## config.mk

```make
export PLATFORM = sky130hd
export DESIGN_NAME = xintf_dpbram_arbiter
export DESIGN_NICKNAME = d
export VERILOG_FILES = /design/src/rtl/xintf_dpbram_arbiter.sv
export SDC_FILE = /design/constraint.sdc
export NUM_CORES = 1
export LEC_CHECK = 0
export BUFFER_PORTS_ARGS = -buffer_cell sky130_fd_sc_hd__buf_2
export CAP_MARGIN = 10
export CORE_ASPECT_RATIO = 0.7
export CORE_MARGIN = 3
export CORE_UTILIZATION = 48
export CTS_CLUSTER_SIZE = 40
export DETAILED_ROUTE_END_ITERATION = 10
export PLACE_DENSITY = 0.85
export REMOVE_ABC_BUFFERS = 1
export SLEW_MARGIN = 25
export SYNTH_ARGS = -nofsm -noshare
export SYNTH_HDL_FRONTEND = slang
export SYNTH_SLANG_ARGS = --single-unit
```

## constraint.sdc

```tcl
create_clock -name i_clk -period 2.5 [get_ports i_clk]
set_clock_uncertainty 0.1 [all_clocks]
set_input_delay 0.25 -clock i_clk [delete_from_list [all_inputs] [get_ports i_clk]]
set_output_delay 0.25 -clock i_clk [all_outputs]
set_load 0.01 [all_outputs]
```

## src/rtl/xintf_dpbram_arbiter.sv

```systemverilog
// Shares one DPBRAM port between the asynchronous DSP XINTF bus and the waveform engine.
// XINTF strobes are synchronized and always win; idle slots are granted to the engine over req/gnt.
module xintf_dpbram_arbiter #(
    parameter int ADDR_W       = 9,
    parameter int DATA_W       = 16,
    parameter int SYNC_STAGES  = 2,
    parameter int WR_SETTLE    = 3,
    parameter int WF_MAX_BURST = 16
) (
    input  logic              i_clk,
    input  logic              i_rst,
    input  logic              i_nZ_B_CS,
    input  logic              i_nZ_B_WE,
    input  logic [ADDR_W-1:0] i_Z_B_XA,
    input  logic [DATA_W-1:0] i_Z_B_XD,
    output logic [DATA_W-1:0] o_Z_B_XD,
    output logic              o_Z_B_XD_oe,
    input  logic              i_wf_req,
    input  logic              i_wf_we,
    input  logic [ADDR_W-1:0] i_wf_addr,
    input  logic [DATA_W-1:0] i_wf_din,
    output logic              o_wf_gnt,
    output logic [DATA_W-1:0] o_wf_dout,
    output logic              o_wf_rvalid,
    output logic [ADDR_W-1:0] o_bram_addr,
    output logic              o_bram_ce,
    output logic              o_bram_we,
    output logic [DATA_W-1:0] o_bram_din,
    input  logic [DATA_W-1:0] i_bram_dout,
    output logic [15:0]       o_wr_cnt,
    output logic              o_preempt
);

    localparam int SET_W = (WR_SETTLE > 1) ? $clog2(WR_SETTLE) : 1;
    localparam int BUR_W = $clog2(WF_MAX_BURST + 1);

    typedef enum logic [2:0] {
        IDLE, X_RD, X_WR_WAIT, X_WR_COMMIT, X_HOLD, WF
    } state_t;

    state_t              state, next_state;
    logic [SYNC_STAGES-1:0] cs_sync, we_sync;
    logic                cs_s, we_s;
    logic [SET_W-1:0]    set_cnt, set_cnt_d;
    logic [BUR_W-1:0]    bur_cnt, bur_cnt_d;
    logic [ADDR_W-1:0]   wr_addr_q;
    logic [DATA_W-1:0]   wr_data_q;
    logic [15:0]         wr_cnt_q;
    logic                rd_v, oe_q, preempt_q, preempt_d, rvalid_q, latch_wr;
    logic [DATA_W-1:0]   xd_q;

    assign cs_s = cs_sync[SYNC_STAGES-1];
    assign we_s = we_sync[SYNC_STAGES-1];

    always_ff @(posedge i_clk or negedge i_rst) begin
        if (!i_rst) begin
            cs_sync   <= '1;
            we_sync   <= '1;
            state     <= IDLE;
            set_cnt   <= '0;
            bur_cnt   <= '0;
            wr_addr_q <= '0;
            wr_data_q <= '0;
            wr_cnt_q  <= '0;
            rd_v      <= 1'b0;
            oe_q      <= 1'b0;
            xd_q      <= '0;
            preempt_q <= 1'b0;
            rvalid_q  <= 1'b0;
        end else begin
            cs_sync   <= {cs_sync[SYNC_STAGES-2:0], i_nZ_B_CS};
            we_sync   <= {we_sync[SYNC_STAGES-2:0], i_nZ_B_WE};
            state     <= next_state;
            set_cnt   <= set_cnt_d;
            bur_cnt   <= bur_cnt_d;
            preempt_q <= preempt_d;
            rvalid_q  <= (state == WF) && i_wf_req && !i_wf_we;
            if (latch_wr) begin
                wr_addr_q <= i_Z_B_XA;
                wr_data_q <= i_Z_B_XD;
            end
            if (state == X_WR_COMMIT)
                wr_cnt_q <= wr_cnt_q + 16'd1;
            // rd_v marks BRAM data from an X_RD access; oe follows it one cycle later with the pad register
            rd_v <= (state == X_RD) && !cs_s;
            oe_q <= rd_v && (state == X_RD) && !cs_s;
            if (rd_v)
                xd_q <= i_bram_dout;
        end
    end

    always_comb begin
        next_state  = state;
        set_cnt_d   = set_cnt;
        bur_cnt_d   = bur_cnt;
        latch_wr    = 1'b0;
        preempt_d   = 1'b0;
        o_bram_ce   = 1'b0;
        o_bram_we   = 1'b0;
        o_bram_addr = '0;
        o_bram_din  = '0;
        case (state)
            IDLE: begin
                if (!cs_s) begin
                    if (we_s) begin
                        next_state = X_RD;
                    end else begin
                        next_state = X_WR_WAIT;
                        set_cnt_d  = '0;
                    end
                end else if (i_wf_req) begin
                    next_state = WF;
                    bur_cnt_d  = '0;
                end
            end
            X_RD: begin
                o_bram_ce   = 1'b1;
                o_bram_addr = i_Z_B_XA;
                if (cs_s) next_state = IDLE;
            end
            X_WR_WAIT: begin
                if (cs_s || we_s) begin
                    next_state = IDLE;
                end else if (set_cnt == SET_W'(WR_SETTLE - 1)) begin
                    latch_wr   = 1'b1;
                    next_state = X_WR_COMMIT;
                end else begin
                    set_cnt_d = set_cnt + 1'b1;
                end
            end
            X_WR_COMMIT: begin
                o_bram_ce   = 1'b1;
                o_bram_we   = 1'b1;
                o_bram_addr = wr_addr_q;
                o_bram_din  = wr_data_q;
                next_state  = X_HOLD;
            end
            X_HOLD: begin
                if (cs_s) next_state = IDLE;
            end
            WF: begin
                if (i_wf_req) begin
                    o_bram_ce   = 1'b1;
                    o_bram_we   = i_wf_we;
                    o_bram_addr = i_wf_addr;
                    o_bram_din  = i_wf_din;
                    bur_cnt_d   = bur_cnt + 1'b1;
                end
                if (!cs_s) begin
                    preempt_d  = 1'b1;
                    next_state = IDLE;
                end else if (!i_wf_req || bur_cnt_d == BUR_W'(WF_MAX_BURST)) begin
                    next_state = IDLE;
                end
            end
            default: next_state = IDLE;
        endcase
    end

    assign o_wf_gnt    = (state == WF);
    assign o_wf_rvalid = rvalid_q;
    assign o_wf_dout   = rvalid_q ? i_bram_dout : '0;
    assign o_Z_B_XD    = xd_q;
    assign o_Z_B_XD_oe = oe_q && (state == X_RD) && !cs_s;
    assign o_wr_cnt    = wr_cnt_q;
    assign o_preempt   = preempt_q;

endmodule

```

==> flow_summary.json <==
{
  "clk_latency_ns": 0.34,
  "post_cts_buffers": 0,
  "postSynthCellCount": 297,
  "p_leak_uw": 0.00253,
  "cts_tree": "yes",
  "power_uw": 3570,
  "multi_input_area_mm2": 0.00156,
  "synth_top_area_share_pct": 49.5,
  "async_flop_share_pct": 100,
  "drc": 0,
  "clock-root-buffer": "clkbuf_8",
  "cp_max_fo": 27,
  "arrival_ns": 1.85,
  "antenna_left": 0,
  "fin_nets": 526,
  "dp_hpwl_um": 6150,
  "crit_path_end_kind": "output pin",
  "firstDrtPassIters": 6,
  "slowest_stage": "dfrtp_2",
  "post_synth_instance_area_mm2": 0.00359,
  "io_pins": 151,
  "synth_area_leaders": "dfrtp_1 49%, mux2_4 8.4%, mux2_2 7.2%",
  "slew_headroom_pct": 38.8,
  "stdcell_count": 550,
  "postRouteWirelength_um": 8380,
  "hp-class": "primary input to flip-flop",
  "dieWidth_um": 109,
  "yosys_warnings": 0,
  "period_share_pct": 88.1,
  "cts_sinks": 75,
  "gp_congestion": 0.825,
  "fmax_mhz": 454,
  "synth_flop_cell": "dfrtp_1",
  "area_growth_pct": 30.3,
  "tightest_slew_ns": 0.918,
  "slew_viol_final": 0,
  "fillers": 550,
  "rsz0062_at_grt": "false",
  "drive_gt1_share_pct": 49.3,
  "grt_pass1_wl_um": 13300,
  "first_iter_violations": 187,
  "die_y_um": 78.4,
  "status": "finished clean",
  "vias_per_cell": 5.21,
  "synthDistinctLibCells": 40,
  "htree_num_levels": 3,
  "grt_pass1_vias": 2787,
  "vdd_ir_drop_max_mv": 0.489,
  "routed-via-count": 2864,
  "num_rows": 25,
  "grt_max_degree": 76,
  "cts_buffers": 9,
  "critPathLaunchType": "flip-flop",
  "ys_seq_elements": 75,
  "path_cells": "nor2b_2 > nor2b_2 > buf_6 > a222oi_1 > inv_1 > buf_2",
  "dieArea_mm2": 0.00857,
  "max_stage_delay_ns": 0.50,
  "overflow": 0,
  "finalSetupViolations": 0,
  "cp_common_cell": "nor2b_2",
  "synth-edff-count": 0,
  "crit_type": "flip-flop to output pin",
  "seqCellArea_mm2": 0.00188,
  "port_buffers": 150,
  "antenna_found_initial": 0,
  "core-area_mm2": 0.00701,
  "synth.largest_area_cell": "dfrtp_1",
  "cap_violations": 0,
  "clkTransAtPathRegs_ns": 0.09,
  "wl_per_cell_um": 15.2,
  "grt_usage_pct": 19.8,
  "dp.cells": 530,
  "power_density_mw_per_mm2": 763,
  "yosysSeqAreaShare_pct": 52.4,
  "synth_area_per_cell_um2": 12.1,
  "cp.required_ns": 2.15,
  "floorplan.initialDensity_pct": 51.2,
  "fin_crit_ns": 2.20,
  "diodes": 0,
  "timing.final.hold_violations": 0,
  "cts.path.max_buffers": 2
}
-- cells by family after synthesis --
family / after synthesis / share of synthesized area [%]
fa+ha+maj: 3 / 1.05
buf+inv: 30 / 4.46
compound gates: 46 / 9.79
mux: 43 / 15.6
xor+xnor: 19 / 4.64
flops: 75 / 52.4
simple gates: 81 / 12.1
-- Yosys cell counts (2+ instances only) --
cell	n
a21oi_1	9
a222oi_1	9
a22o_1	17
and2_1	18
and3_1	3
and3b_1	2
buf_1	2
buf_12	2
buf_2	6
clkbuf_1	5
dfrtp_1	71
dfstp_2	4
ha_1	3
inv_1	13
mux2_2	23
mux2_4	20
nand2_1	21
nand2b_1	2
nand3_1	4
nand4_1	6
nor2_1	11
nor2b_1	2
nor3_1	4
o21ai_0	6
or3_1	2
xnor2_1	13
xor2_1	6
-- per-stage QoR --
stage	setup slack (ns)	hold slack (ns)	setup TNS (ns)	area [µm²]	util, %
floorplan	-0.193	-0.146	-3.50	3480	-
global placement	0.523	0.247	0	4420	63.1
detailed placement	0.459	0.248	0	4420	63.1
CTS	0.0908	0.0161	0	4670	66.6
global route	0.120	0.00980	0	4680	66.8
finish	0.297	0.0343	0	4680	66.8
-- final timing paths --
check / depth (start not counted) / from / slack [ns] / endpoint
max: 6 / state[1] / 0.30 / o_bram_addr[4]
min: 2 / i_Z_B_XD[12] / 0.03 / wr_data_q[12]
max reg2reg: 6 / bur_cnt[0] / 0.45 / state[0]
min reg2reg: 0 / we_sync[0] / 0.26 / we_sync[1]
max in group asynchronous: 2 / i_rst / 1.16 / state[1]
min in group asynchronous: 2 / i_rst / 0.48 / o_wr_cnt[15]
-- power breakdown --
part	internal [µW]	total, µW	switching (µW)
Combinational	508	1040	535
Clock	497	956	459
Sequential	1420	1570	151
Total	2430	3570	1140
-- metal layers --
metal / up-vias / track usage [%] / share of wire, %
met5: - / 0 / 0
li1: 1361 / - / -
met1: 1367 / 25.2 / 45
met2: 128 / 32.9 / 47
met4: 0 / 4.48 / 0.91
met3: 8 / 6.24 / 7.4
-- flip-flops by register name, indices dropped and copies added, names as in the netlist, 2 cells and up --
name       count
bur_cnt        5
cs_sync        2
o_Z_B_XD      16
o_wr_cnt      16
set_cnt        2
state          3
we_sync        2
wr_addr_q      9
wr_data_q     16
-- layout by cell type (no fill, tap or decap), drive strengths merged, types with 2 or more instances in the layout --
cell type	instances
or4	2
or3	2
xnor2	13
o21ai	6
clkinvlp	2
ha	3
dfrtp	71
nand4	6
nand2b	2
dfstp	4
nor2b	2
inv	16
clkbuf	10
and3	3
and3b	2
a22o	17
buf	155
nand2	21
a21oi	9
nand3	4
xor2	6
nor2	11
a222oi	9
nor3	4
and2	18
dlygate4sd3	4
mux2	43
-- timing repair --
action                                  CTS  global route
hold endpoints to repair                 74             0
endpoints found under the setup margin    0            17
hold buffers                              4             0
resized for setup                         0             4
-- final cells by class --
class	instances	area share [%]
Sequential cell	75	40.3
Multi-Input combinational cell	192	33.3
Timing Repair Buffer	159	18.4
Clock buffer	10	2.94
Tap cell	94	2.51
Clock inverter	6	1.52
Inverter	14	1.12
-- worst max-delay path, delay by kind of cell (launching register included) --
family | cells | cell delay [ns]
buffers and inverters | 3 | 0.37
AOI/OAI and AO/OA | 1 | 0.36
DFF | 1 | 0.50
and+or+nand+nor | 2 | 0.27
Note: power is estimated with default switching activity, not from simulation.
